[src/rtl/neuron_mac.sv]
// -----------------------------------------------------------------------------
// neuron_mac
// Sequential multiply-accumulate stage feeding the sigmoid x input.
// An accepted start loads the sign-extended bias into the accumulator. After
// that, N_INPUTS (activation, weight) pairs are accepted over a valid/ready
// stream. Each product is floored back to Q8.24 and added to the accumulator.
// The final sum is saturated to WIDTH bits and held until downstream takes it.
//
// Ports
//   clk        in   1      rising-edge clock
//   rst_n      in   1      asynchronous active-low reset
//   start      in   1      begin an evaluation (only honoured in IDLE)
//   bias       in   WIDTH  signed Q8.24 bias, captured with an accepted start
//   in_valid   in   1      in_x/in_w pair valid
//   in_ready   out  1      block accepts a pair (high only in ACCUM)
//   in_x       in   WIDTH  signed Q8.24 activation
//   in_w       in   WIDTH  signed Q8.24 weight
//   out_valid  out  1      out_z holds a finished result (high only in OUT)
//   out_ready  in   1      downstream accepts out_z
//   out_z      out  WIDTH  signed Q8.24 saturated sum
//   out_sat    out  1      result was clamped
// -----------------------------------------------------------------------------
module neuron_mac #(
   parameter int WIDTH    = 32,
   parameter int FRAC     = 24,
   parameter int N_INPUTS = 4,
   parameter int ACC_W    = 48
) (
   input  logic                    clk,
   input  logic                    rst_n,
   input  logic                    start,
   input  logic signed [WIDTH-1:0] bias,
   input  logic                    in_valid,
   output logic                    in_ready,
   input  logic signed [WIDTH-1:0] in_x,
   input  logic signed [WIDTH-1:0] in_w,
   output logic                    out_valid,
   input  logic                    out_ready,
   output logic        [WIDTH-1:0] out_z,
   output logic                    out_sat
);

   typedef enum logic [1:0] {
      S_IDLE  = 2'd0,
      S_ACCUM = 2'd1,
      S_OUT   = 2'd2
   } state_t;

   localparam int                 CNT_W    = (N_INPUTS > 1) ? $clog2(N_INPUTS) : 1;
   localparam logic [CNT_W-1:0]   CNT_LAST = CNT_W'(N_INPUTS - 1);

   // Clamp an accumulator value to WIDTH signed bits; MSB of the result is
   // the "clamped" flag. The value fits exactly when every bit from the
   // accumulator MSB down to bit WIDTH-1 agrees with the sign.
   function automatic logic [WIDTH:0] sat_fn(input logic signed [ACC_W-1:0] v);
      logic [ACC_W-WIDTH:0] hi;
      hi = v[ACC_W-1:WIDTH-1];
      if ((hi == '0) || (hi == '1)) begin
         sat_fn = {1'b0, v[WIDTH-1:0]};
      end else if (v[ACC_W-1]) begin
         sat_fn = {1'b1, 1'b1, {(WIDTH-1){1'b0}}};
      end else begin
         sat_fn = {1'b1, 1'b0, {(WIDTH-1){1'b1}}};
      end
   endfunction

   state_t                    state_q, state_d;
   logic signed [ACC_W-1:0]   acc_q, acc_d;
   logic        [CNT_W-1:0]   cnt_q, cnt_d;
   logic        [WIDTH-1:0]   out_z_q, out_z_d;
   logic                      out_sat_q, out_sat_d;

   logic signed [2*WIDTH-1:0] prod_s;
   logic signed [2*WIDTH-1:0] term_full_s;
   logic signed [ACC_W-1:0]   term_s;
   logic signed [ACC_W-1:0]   sum_s;
   logic signed [ACC_W-1:0]   bias_ext_s;

   // Full-precision product, floored to Q8.24 by arithmetic shift (no rounding).
   always_comb begin
      prod_s      = (2*WIDTH)'(in_x) * (2*WIDTH)'(in_w);
      term_full_s = prod_s >>> FRAC;
      term_s      = ACC_W'(term_full_s);
      sum_s       = acc_q + term_s;
      bias_ext_s  = ACC_W'(bias);
   end

   // Next-state and datapath update logic.
   always_comb begin
      state_d   = state_q;
      acc_d     = acc_q;
      cnt_d     = cnt_q;
      out_z_d   = out_z_q;
      out_sat_d = out_sat_q;
      case (state_q)
         S_IDLE: begin
            if (start) begin
               acc_d   = bias_ext_s;
               cnt_d   = '0;
               state_d = S_ACCUM;
            end else begin
               state_d = S_IDLE;
            end
         end
         S_ACCUM: begin
            if (in_valid) begin
               acc_d = sum_s;
               cnt_d = cnt_q + CNT_W'(1);
               if (cnt_q == CNT_LAST) begin
                  // Result is registered on the same edge as the last pair.
                  {out_sat_d, out_z_d} = sat_fn(sum_s);
                  state_d              = S_OUT;
               end else begin
                  state_d = S_ACCUM;
               end
            end else begin
               state_d = S_ACCUM;
            end
         end
         S_OUT: begin
            if (out_ready) begin
               state_d = S_IDLE;
            end else begin
               state_d = S_OUT;
            end
         end
         default: begin
            state_d = S_IDLE;
         end
      endcase
   end

   // State and datapath registers.
   always_ff @(posedge clk or negedge rst_n) begin
      if (!rst_n) begin
         state_q   <= S_IDLE;
         acc_q     <= '0;
         cnt_q     <= '0;
         out_z_q   <= '0;
         out_sat_q <= 1'b0;
      end else begin
         state_q   <= state_d;
         acc_q     <= acc_d;
         cnt_q     <= cnt_d;
         out_z_q   <= out_z_d;
         out_sat_q <= out_sat_d;
      end
   end

   assign in_ready  = (state_q == S_ACCUM);
   assign out_valid = (state_q == S_OUT);
   assign out_z     = out_z_q;
   assign out_sat   = out_sat_q;

endmodule

[config.mk]
export PLATFORM = sky130hd
export DESIGN_NAME = neuron_mac
export DESIGN_NICKNAME = d
export VERILOG_FILES = /design/src/rtl/neuron_mac.sv
export SDC_FILE = /design/constraint.sdc
export NUM_CORES = 2
export LEC_CHECK = 0
export CORE_AREA = 4 4 379 381
export DETAILED_ROUTE_END_ITERATION = 10
export DIE_AREA = 0 0 383 385
export REMOVE_ABC_BUFFERS = 1
export SLEW_MARGIN = 0
export SYNTH_ARGS = -nofsm -noshare
export SYNTH_HDL_FRONTEND = slang
export SYNTH_SLANG_ARGS = --single-unit
export TNS_END_PERCENT = 10
[constraint.sdc]
create_clock -name clk -period 10.8 [get_ports clk]
set_input_delay 1.62 -clock clk [delete_from_list [all_inputs] [get_ports clk]]
set_output_delay 1.62 -clock clk [all_outputs]
set_load 0.02 [all_outputs]
# After elaboration in Yosys (flattened, before gate mapping)
# Index checks and enable logic that the tools add are counted.
# W data, S select, Z words.
[classes]
n_addsub = 2
multipliers = 1
reduce_logical = 6
eq_ne = 6
n_mux = 13
[ops]
columns = ["op", "count"]
rows = [
  ["$mux W48", 2],
  ["$pmux W48 S2", 1],
  ["$mul A32 B32 Y64", 1],
  ["$add A48 B40 Y48", 1],
  ["$mux W33", 1],
  ["$mux W32", 1],
  ["$eq A17 B17 Y1 const B", 1],
  ["$logic_not A17 Y1", 1],
  ["$mux W2", 5],
  ["$pmux W2 S3", 1],
  ["$reduce_and A3 Y1", 2],
  ["$eq A2 B2 Y1 const B", 2],
  ["$ne A2 B2 Y1 const B", 2],
  ["$pmux W2 S2", 1],
  ["$add A2 B1 Y2 const B", 1],
  ["$eq A2 B1 Y1 const B", 1],
  ["$logic_not A2 Y1", 1],
  ["$reduce_bool A2 Y1", 1],
  ["$logic_or A1 B1 Y1", 1],
  ["$mux W1", 1],
]
[word_totals]
output_inout_bits = 35
word_cells = 33
reg_bits = 85
input_bits = 101

# Depth between registers and ports, before layout
[depth]
ltp_word = 5
depth_mapped = 43
mapped_depth_nobuf = 39

# Least setup slack after synthesis
# OpenSTA, ideal clock, no wires.
[synth_timing]
path_kind = "input to register"
startpoint = "input in_x[31]"
endpoint = "register out_z_q[14] (netlist: out_z[14])"
stages = 38
t_required_ps = 10679
setup_time_ps = 121
arrival_ps = 11702
slack_ps = -1023
path_buffers = 4
cell_sequence = "clkbuf_1 nand2_1 inv_1 fa_1 fa_1 fa_1 fa_1 inv_1 fa_1 inv_1 fa_1 fa_1 fa_1 ha_1 nand3_1 nor2_1 o311ai_2 nand3_1 [2 not listed] o21ai_0 a21oi_1 xnor2_1 ha_1 buf_2 a21oi_1 nand2_1 a221o_1 buf_2 o21a_1 o311ai_2 a211oi_1 a21oi_1 nand4_2 nor4b_4 buf_6 o21ai_1 a22o_1"
[synth_via]
elab_chain_cells = 5
[synth_lines]
columns = ["item", "line", "rtl"]
rows = [
  ["start: declaration", "35", "input logic signed [WIDTH-1:0] in_x,"],
  ["$mul A32 B32 Y64 (*)", "81", "prod_s = (2*WIDTH)'(in_x) * (2*WIDTH)'(in_w);"],
  ["$add A48 B40 Y48 (*)", "84", "sum_s = acc_q + term_s;"],
  ["$eq A17 B17 Y1 / $logic_not A17 Y1 (equally long branches)", "58", "if ((hi == '0) || (hi == '1)) begin"],
  ["$logic_or A1 B1 Y1", "58", ""],
  ["$mux W33 (*)", "58", ""],
  ["end signal: assignment", "145", "out_z_q <= out_z_d;"],
  ["end: declaration", "70", "logic [WIDTH-1:0] out_z_q, out_z_d;"],
]
# Every way passes the cells marked *; elsewhere a longest branch is shown, timed or not.
# A chain may end at the register's enable or synchronous reset.

# Worst setup path in the final report
[layout_timing]
startpoint = "input in_w[16]"
endpoint = "register out_z_q[25] (netlist: out_z[25])"
[layout_via]
elab_chain_cells = 5
[layout_lines]
columns = ["item", "line", "rtl"]
rows = [
  ["start: declaration", "36", "input logic signed [WIDTH-1:0] in_w,"],
  ["$mul A32 B32 Y64 (*)", "81", ""],
  ["$add A48 B40 Y48 (*)", "84", ""],
  ["$eq A17 B17 Y1 / $logic_not A17 Y1 (equally long branches)", "58", ""],
  ["$logic_or A1 B1 Y1", "58", ""],
  ["$mux W33 (*)", "58", ""],
]
# Marks and branches as above.

==> flow_summary.json <==
{
  "drtAntennaViolNets": 0,
  "layout_common_cells": "fa_1 (1016), inv_1 (938), nand2_1 (642)",
  "post_synth.cell_area_avg_um2": 9.23,
  "grt-ovfl-total": 0,
  "whs_ns": 0.491,
  "cts_num_sinks": 85,
  "maxCapViolCount": 0,
  "worst_pin_slew_ns": 0.820,
  "rows": 138,
  "worstHoldPathCells": 2,
  "clock.fmax_ghz": 0.0860,
  "syn_inst": 4530,
  "synth_seq_cells": 85,
  "first_global_vias": 36600,
  "wl_um": 143000,
  "grt_first_pass_wirelength_um": 209000,
  "clockBufferDepth": 2,
  "design.core.area_um2": 141000,
  "yosys.area.top_type_share_pct": 51.8,
  "synthTopCellsByArea": "fa_1 (52%), inv_1 (8.6%), and2_1 (6.9%)",
  "dp_cells": 6962,
  "synth_edf_count": 0,
  "synth_flop_cell": "dfrtp_1",
  "num_vias": 33900,
  "violations": "setup timing",
  "synth_area_um2": 41800,
  "ios": 136,
  "stdcell_count": 7135,
  "critPathKind": "input pin to flop",
  "worst_slack_ns": -0.831,
  "reg2reg_depth": 16,
  "place_hpwl_um": 107000,
  "cp_data_required_time_ns": 11.06,
  "synth_seq_area_share_pct": 5.09,
  "place_ws_ns": -2.30,
  "final_layout_size_suffix_gt1_share_pct": 22.6,
  "start_util_pct": 29.7,
  "cp_max_fo": 6,
  "outcome": "finished, violations left",
  "rsz0062_at_grt": "yes",
  "synth_warnings": 0,
  "async_reset_ff_share_pct": 100,
  "syn_to_final_growth_pct": 30.9,
  "synth_top_cell_by_area": "fa_1",
  "holdBufCountCts": 0,
  "cp_slowest_cell": "fa_2",
  "finalCriticalPeriod_ns": 11.63,
  "cpPeakStageDelay_ns": 0.62,
  "finalCritPeriodShare_pct": 108,
  "maxSlewHeadroom_pct": 45.3,
  "cts_tree": "built",
  "min_path_type": "flop to flop",
  "setup_viol": 40,
  "place.port_buffers": 135,
  "vias_per_cell": 4.75,
  "nFillCells": 13800,
  "final_nets": 6647,
  "critPathLaunchType": "input pin",
  "clk_latency_ns": 0.38,
  "ys_types": 85,
  "cts_buffers": 9,
  "die_h_um": 385,
  "antenna_found_initial": 6,
  "final_common_cell": "fa_1",
  "h-tree-depth": 3,
  "maxSlewViolCount": 0,
  "wl_per_cell_um": 20.1,
  "die_area_um2": 147000,
  "grt_max_degree": 73,
  "hold_viol": 0,
  "end_kind": "flop",
  "skew_ns": 0.0146,
  "root_buffer": "clkbuf_16",
  "first_iter_violations": 2004,
  "die_w_um": 383,
  "cp.arrival_ns": 11.89,
  "firstDrtPassIters": 6,
  "clk_pin_slew_ns": 0.07,
  "gp_congestion": 0.923,
  "drc_errors": 0,
  "grt_usage_pct": 18.3
}
[registers in the layout (all words and copies together), names as in the netlist]
register,cells
out_sat,1
acc_q,48
cnt_q,2
state_q,2
out_z,32
[Yosys cell counts, drive strengths merged (23+ instances only)]
library cell  instances
a21o                 34
a21oi               132
a22o                 31
and2                459
buf                  26
clkbuf              213
dfrtp                85
fa                 1082
ha                  229
inv                 958
nand2               651
nand4                23
nor2                122
nor3                 31
o21a                 28
o21ai               136
xnor2                50
xor2                 28
[logic make-up (layout without fill, tap and decap cells)]
logic type / after synthesis / after routing / synth area share [%]
AO/OA/AOI/OAI: 471 / 471 / 7.43
flip-flops: 85 / 85 / 5.09
buffers and inverters: 1197 / 1907 / 10.9
AND/OR/NAND/NOR: 1381 / 1381 / 16.1
XOR/XNOR: 79 / 79 / 1.69
other: 0 / 5 / 0
adder cells (fa/ha/maj): 1311 / 1311 / 58.7
multiplexers: 6 / 6 / 0.144
[per-layer routing]
| metal | track usage (%) | vias to the layer above | routed length [um] |
|---|---|---|---|
| li1 | - | 14900 | - |
| met1 | 23.0 | 17800 | 57300 |
| met2 | 31.6 | 1007 | 69500 |
| met3 | 3.59 | 241 | 10200 |
| met4 | 5.67 | 2 | 6070 |
| met5 | 0 | - | 12 |
[stage by stage]
| step | utilization (%) | cell area [um2] | TNS [ns] |
|---|---|---|---|
| 2_1_floorplan | - | 40800 | -39.05 |
| 3_3_place_gp | 35.8 | 50400 | -113.70 |
| 3_5_place_dp | 35.8 | 50400 | -113.71 |
| 4_1_cts | 37.4 | 52500 | -35.32 |
| 5_1_grt | 38.9 | 54700 | -40.64 |
| 6_report | 38.9 | 54700 | -26.33 |
[critical path: cells and delay by family]
| kind | cells | cell delay [ns] |
|---|---|---|
| AO/OA/AOI/OAI | 11 | 1.96 |
| XOR/XNOR | 1 | 0.09 |
| buffers and inverters | 11 | 1.43 |
| AND/OR/NAND/NOR | 9 | 1.98 |
| adder cells (fa/ha/maj) | 10 | 4.79 |
[layout make-up]
type                    instances  area [um2]  area share [%]
clock buffers                  10         239           0.437
diodes                          5        12.5          0.0229
clock inverters                 6        51.3          0.0938
well taps                    1890        2360            4.32
inverters                     958        3600            6.59
repair buffers                933        9670            17.7
flip-flops and latches         85        2130            3.89
multi-input cells            3248       36600            67.0
[repair_timing]
item / 4_1_cts / 5_1_grt
cloned: 21 / 35
buffers inserted: 45 / 57
pin swaps: 75 / 175
gates resized for setup: 264 / 443
hold endpoints to repair: 0 / 0
endpoints found under the setup margin: 70 / 72
[path summary, 6_finish.rpt]
path	start	endpoint	slack, ns
setup / recovery	in_w[16]	out_z[25]$_DFFE_PN0P_	-0.83
hold / removal	acc_q[14]$_DFFE_PN0P_	acc_q[14]$_DFFE_PN0P_	0.49
setup reg to reg	acc_q[0]$_DFFE_PN0P_	out_z[25]$_DFFE_PN0P_	6.77
hold reg to reg	acc_q[14]$_DFFE_PN0P_	acc_q[14]$_DFFE_PN0P_	0.49
max in group asynchronous	rst_n	state_q[0]$_DFF_PN0_	8.42
min in group asynchronous	rst_n	out_z[30]$_DFFE_PN0P_	1.23
Power is not shown: default switching activity piles up to over one toggle a cycle in this logic, so the estimate is an artifact.
